$ cat src/rtl/rgb_pl9823_rx.sv
// PL9823 single-wire receiver: measures DIN high times, rebuilds 24-bit R,G,B pixels,
// and flags frame ends on the low reset gap plus any protocol errors.
module rgb_pl9823_rx #(
  parameter int THRESH    = 43,
  parameter int MIN_HIGH  = 6,
  parameter int MAX_HIGH  = 80,
  parameter int RESET_LEN = 2000
) (
  input  logic       CLK,
  input  logic       RST_N,
  input  logic       DIN,
  output logic       PIX_VALID,
  output logic [7:0] PIX_INDEX,
  output logic [7:0] PIX_ROT,
  output logic [7:0] PIX_GRUEN,
  output logic [7:0] PIX_BLAU,
  output logic       FRAME_DONE,
  output logic [7:0] PIX_COUNT,
  output logic       ERR
);

  localparam logic [2:0] ST_IDLE  = 3'd0;
  localparam logic [2:0] ST_WAIT  = 3'd1;
  localparam logic [2:0] ST_HIGH  = 3'd2;
  localparam logic [2:0] ST_LOW   = 3'd3;
  localparam logic [2:0] ST_ERROR = 3'd4;

  localparam logic [6:0]  THRESH_C   = 7'(THRESH);
  localparam logic [6:0]  MIN_HIGH_C = 7'(MIN_HIGH);
  localparam logic [6:0]  MAX_HIGH_C = 7'(MAX_HIGH);
  localparam logic [6:0]  HIGH_SAT_C = 7'(MAX_HIGH + 1);
  localparam logic [11:0] GAP_LEN_C  = 12'(RESET_LEN);
  localparam logic [11:0] GAP_LAST_C = 12'(RESET_LEN - 1);

  logic [1:0]  sync_reg;
  logic        din_s;

  logic [2:0]  state_reg, state_next;
  logic [6:0]  high_cnt_reg, high_cnt_next;
  logic [11:0] low_cnt_reg, low_cnt_next;
  logic        bit_stb_reg, bit_stb_next;
  logic        bit_val_reg, bit_val_next;
  logic        fsm_err;
  logic        frame_end;
  logic        frame_abort;
  logic        gap_done;

  logic [23:0] shift_reg;
  logic [4:0]  bit_cnt_reg;
  logic        full_reg;
  logic [7:0]  pix_cnt_reg;

  assign din_s    = sync_reg[1];
  assign gap_done = (low_cnt_reg >= GAP_LAST_C);

  always_ff @(posedge CLK) begin
    if (!RST_N) begin
      sync_reg <= 2'b00;
    end else begin
      sync_reg <= {sync_reg[0], DIN};
    end
  end

  always_comb begin
    state_next    = state_reg;
    high_cnt_next = high_cnt_reg;
    low_cnt_next  = low_cnt_reg;
    bit_stb_next  = 1'b0;
    bit_val_next  = bit_val_reg;
    fsm_err       = 1'b0;
    frame_end     = 1'b0;
    frame_abort   = 1'b0;
    case (state_reg)
      // IDLE and ERROR both need an uninterrupted gap before trusting the line again
      ST_IDLE, ST_ERROR: begin
        if (din_s) begin
          low_cnt_next = '0;
        end else if (gap_done) begin
          low_cnt_next = GAP_LEN_C;
          state_next   = ST_WAIT;
          frame_abort  = (state_reg == ST_ERROR);
        end else begin
          low_cnt_next = low_cnt_reg + 12'd1;
        end
      end
      ST_WAIT: begin
        if (din_s) begin
          state_next    = ST_HIGH;
          high_cnt_next = 7'd1;
        end
      end
      ST_HIGH: begin
        if (din_s) begin
          if (high_cnt_reg >= MAX_HIGH_C) begin
            high_cnt_next = HIGH_SAT_C;
            state_next    = ST_ERROR;
            low_cnt_next  = '0;
            fsm_err       = 1'b1;
          end else begin
            high_cnt_next = high_cnt_reg + 7'd1;
          end
        end else if (high_cnt_reg < MIN_HIGH_C) begin
          state_next   = ST_ERROR;
          low_cnt_next = '0;
          fsm_err      = 1'b1;
        end else begin
          bit_stb_next = 1'b1;
          bit_val_next = (high_cnt_reg > THRESH_C);
          state_next   = ST_LOW;
          low_cnt_next = 12'd1;
        end
      end
      ST_LOW: begin
        if (din_s) begin
          state_next    = ST_HIGH;
          high_cnt_next = 7'd1;
        end else if (gap_done) begin
          low_cnt_next = GAP_LEN_C;
          state_next   = ST_WAIT;
          frame_end    = 1'b1;
        end else begin
          low_cnt_next = low_cnt_reg + 12'd1;
        end
      end
      default: state_next = ST_IDLE;
    endcase
  end

  always_ff @(posedge CLK) begin
    if (!RST_N) begin
      state_reg    <= ST_IDLE;
      high_cnt_reg <= '0;
      low_cnt_reg  <= '0;
      bit_stb_reg  <= 1'b0;
      bit_val_reg  <= 1'b0;
    end else begin
      state_reg    <= state_next;
      high_cnt_reg <= high_cnt_next;
      low_cnt_reg  <= low_cnt_next;
      bit_stb_reg  <= bit_stb_next;
      bit_val_reg  <= bit_val_next;
    end
  end

  // Decoded bit is shifted one cycle after the edge decision; pixel strobe follows the 24th shift.
  always_ff @(posedge CLK) begin
    if (!RST_N) begin
      shift_reg   <= '0;
      bit_cnt_reg <= '0;
      full_reg    <= 1'b0;
      pix_cnt_reg <= '0;
      PIX_VALID   <= 1'b0;
      PIX_INDEX   <= '0;
      PIX_ROT     <= '0;
      PIX_GRUEN   <= '0;
      PIX_BLAU    <= '0;
      FRAME_DONE  <= 1'b0;
      PIX_COUNT   <= '0;
      ERR         <= 1'b0;
    end else begin
      PIX_VALID  <= 1'b0;
      FRAME_DONE <= 1'b0;
      full_reg   <= 1'b0;
      ERR        <= fsm_err;

      if (bit_stb_reg) begin
        shift_reg <= {shift_reg[22:0], bit_val_reg};
        if (bit_cnt_reg == 5'd23) begin
          bit_cnt_reg <= '0;
          full_reg    <= 1'b1;
        end else begin
          bit_cnt_reg <= bit_cnt_reg + 5'd1;
        end
      end

      if (full_reg) begin
        PIX_VALID <= 1'b1;
        PIX_ROT   <= shift_reg[23:16];
        PIX_GRUEN <= shift_reg[15:8];
        PIX_BLAU  <= shift_reg[7:0];
        PIX_INDEX <= pix_cnt_reg;
        if (pix_cnt_reg != 8'hFF) begin
          pix_cnt_reg <= pix_cnt_reg + 8'd1;
        end
      end

      if (frame_end) begin
        FRAME_DONE  <= 1'b1;
        PIX_COUNT   <= pix_cnt_reg;
        ERR         <= (bit_cnt_reg != 5'd0);
        pix_cnt_reg <= '0;
        bit_cnt_reg <= '0;
        shift_reg   <= '0;
      end

      // An errored frame is dropped silently once the line has settled.
      if (frame_abort) begin
        pix_cnt_reg <= '0;
        bit_cnt_reg <= '0;
        shift_reg   <= '0;
      end
    end
  end

endmodule

$ cat config.mk
export PLATFORM = sky130hd
export DESIGN_NAME = rgb_pl9823_rx
export DESIGN_NICKNAME = d
export VERILOG_FILES = /design/src/rtl/rgb_pl9823_rx.sv
export SDC_FILE = /design/constraint.sdc
export NUM_CORES = 1
export LEC_CHECK = 0
export CORE_AREA = 2 2 94 96
export DETAILED_ROUTE_END_ITERATION = 12
export DIE_AREA = 0 0 96 98
export PLACE_DENSITY = 0.78
export SLEW_MARGIN = 20
export SYNTH_ARGS = -nofsm -noshare
export SYNTH_HDL_FRONTEND = slang
export SYNTH_SLANG_ARGS = --single-unit
$ cat constraint.sdc
create_clock -name CLK -period 2.35 [get_ports CLK]
set_input_delay 0.235 -clock CLK [delete_from_list [all_inputs] [get_ports CLK]]
set_output_delay 0.235 -clock CLK [all_outputs]
set_load 0.05 [all_outputs]
==> results.sh <==
export IMPL_status="finished clean"
export IMPL_drt_total_wl_um=9070
export IMPL_ant_nets=0
export IMPL_hp_class="in -> reg"
export IMPL_netlist_area_um2=4630
export IMPL_grt_pass1_wl_um=15700
export IMPL_final_cell_mix="106 x dfxtp_1, 75 x nor2_1, 67 x mux2i_1"
export IMPL_min_period_over_period=0.899
export IMPL_peakVddDrop_mv=0.341
export IMPL_p_leak_nw=1.80
export IMPL_yosys_cell_types_count=70
export IMPL_die_area_um2=9410
export IMPL_first_pass_iters=4
export IMPL_start_util=0.546
export IMPL_grt_pass1_vias=3395
export IMPL_skew_ns=0.0123
export IMPL_viasPerCell=5.63
export IMPL_path_clk_slew_ns=0.11
export IMPL_std_cell_rows=34
export IMPL_synth_area_per_cell_um2=9.58
export IMPL_criticalPathCategory="reg -> reg"
export IMPL_syn_inst=483
export IMPL_pin_count=46
export IMPL_mostFrequentLayoutCell="dfxtp_1"
export IMPL_cts_sinks=107
export IMPL_p_per_area_nw_per_um2=567
export IMPL_die_h_um=98
export IMPL_grt_max_degree=42
export IMPL_cp_max_fo=37
export IMPL_timing_fmax_mhz=473
export IMPL_yosysSeqAreaShare=0.463
export IMPL_clk_latency_ns=0.37
export IMPL_synth_main_ff_cell="dfxtp_1"
export IMPL_maxCapViolations=0
export IMPL_fin_nets=529
export IMPL_yosys_warnings=0
export IMPL_clockBufferDepth=2
export IMPL_whs_ns=0.438
export IMPL_fin_crit_ns=2.11
export IMPL_slew_viol_final=0
export IMPL_insertedDiodeCount=0
export IMPL_cp_cell_sequence="ha_1 > a311o_1 > a31oi_4 > buf_4 > o31ai_4 > buf_4 > a211oi_1"
export IMPL_wl_per_cell_um=14.3
export IMPL_drive_above_1_share=0.0819
export IMPL_track_usage=0.206
export IMPL_largest_reg_flops=24
export IMPL_crit_family="compound AO/OA/AOI/OAI gates"
export IMPL_io_buffers=45
export IMPL_slew_headroom=0.443
export IMPL_critPathBufInv=2
export IMPL_core_um2=8470
export IMPL_die_x_um=96
export IMPL_overflow=0
export IMPL_vias=3566
export IMPL_cts_tree="yes"
export IMPL_fillers=716
export IMPL_synthArstFlopShare=0
export IMPL_cts_made_buffers=9
export IMPL_finalHoldViolCount=0
export IMPL_synth_nets=492
export IMPL_hold_buffers=0
export IMPL_setup_viol=0
export IMPL_dr_first_iter_drc_count=115
export IMPL_critPathCaptureType="flop"
export IMPL_drcViolationCount=0
export IMPL_antenna_found_initial=0
export IMPL_gp_congestion=0.879
export IMPL_syn2layout_area_growth_pct=15.8
export IMPL_synth_edf_count=0
export IMPL_synth_seq_cells=107
export IMPL_worst_path_most_repeated_cell="buf_4"
export IMPL_h_tree_depth=3
export IMPL_slowest_delay_ns=0.41
export IMPL_required_ns=2.64
export IMPL_cts_root_buf="clkbuf_8"
export IMPL_postCtsSetupRepairBufs=0
export IMPL_rsz0062_at_grt="no"
export IMPL_tightest_slew_ns=0.830
export IMPL_setup_tns_ns=0
export IMPL_slowest_stage="a311o_1"
export IMPL_cp_start_kind="flop"
export IMPL_place_hpwl_um=6230
export IMPL_cp_arrival_ns=2.40
export IMPL_cts_resized=0
through the flow:
stage | std cells | instance area [um2] | utilization | total power [mW] | setup slack [ns]
after floorplan | 483 | 4630 | - | 1.92 | 0.594
after global placement | 617 | 5130 | 0.606 | 1.94 | 0.0897
after detailed placement | 617 | 5140 | 0.607 | 1.94 | 0.257
after CTS | 633 | 5360 | 0.633 | 3.08 | 0.226
after global routing | 633 | 5360 | 0.633 | 3.17 | 0.0867
final | 633 | 5360 | 0.633 | 3.04 | 0.238
synth_stat cells (4+ instances only):
library cell	n	area, um2
dfxtp_1	107	2140
nor2_1	75	282
mux2i_1	67	671
nand2_1	35	131
a21oi_1	15	75.1
nand3_1	14	70.1
inv_1	13	48.8
clkbuf_1	11	41.3
nand4_1	8	50.1
nor3_1	8	40.0
and2_1	7	43.8
buf_2	7	35.0
o21a_1	7	52.6
ha_1	6	75.1
o21ai_0	6	30.0
xor2_1	6	52.6
and3_1	5	31.3
buf_4	4	30.0
buf_6	4	45.0
o211ai_1	4	30.0
o22ai_1	4	25.0
worst reg2reg max path: cells and delay by family (launching register included):
family	cells	cell delay (ns)
compound gates	4	0.91
fa+ha+maj	1	0.26
buf+inv	2	0.52
flops	1	0.36
cells by family (layout without fill, tap and decap cells):
logic type,count (synthesis),count (layout),share of synthesized area
adder cells (fa/ha/maj),6,6,0.0162
AO/OA/AOI/OAI,74,74,0.128
multiplexers,67,67,0.145
XOR/XNOR,7,7,0.0133
buffers and inverters,43,85,0.0465
AND/OR/NAND/NOR,179,179,0.188
flip-flops,107,107,0.463
area by class of cell:
class	count	area, um2	area share
Multi-Input combinational cell	333	2280	0.426
Clock inverter	7	91.3	0.0171
Inverter	14	52.6	0.00981
Timing Repair Buffer	55	526	0.0981
Sequential cell	107	2140	0.400
Tap cell	108	135	0.0252
Clock buffer	9	124	0.0231
layer usage:
layer / GRT usage / vias to the layer above / part of all wire
li1: - / 1780 / -
met4: 0.0769 / 0 / 0.011
met3: 0.0409 / 8 / 0.034
met5: 0 / - / 0
met2: 0.342 / 68 / 0.50
met1: 0.262 / 1710 / 0.46
path summary, 6_finish.rpt:
path | depth (start not counted) | from | endpoint | slack, ns
worst max-delay path | 7 | low_cnt_reg[0]$_SDFFE_PN0P_ | pix_cnt_reg[6]$_SDFFE_PP0P_ | 0.24
worst min register to register | 1 | sync_reg[0]$_SDFF_PN0_ | sync_reg[1]$_SDFF_PN0_ | 0.45
worst max register to register | 7 | low_cnt_reg[0]$_SDFFE_PN0P_ | pix_cnt_reg[6]$_SDFFE_PP0P_ | 0.24
worst min-delay path | 2 | DIN | sync_reg[0]$_SDFF_PN0_ | 0.44
report_power, final:
group / leakage, nW / internal, mW / switching (mW)
logic: 0.830 / 0.0210 / 0.0486
clock network: 0.106 / 0.436 / 0.705
registers: 0.863 / 1.82 / 0.00783
Power figures use the tool's default switching activity.
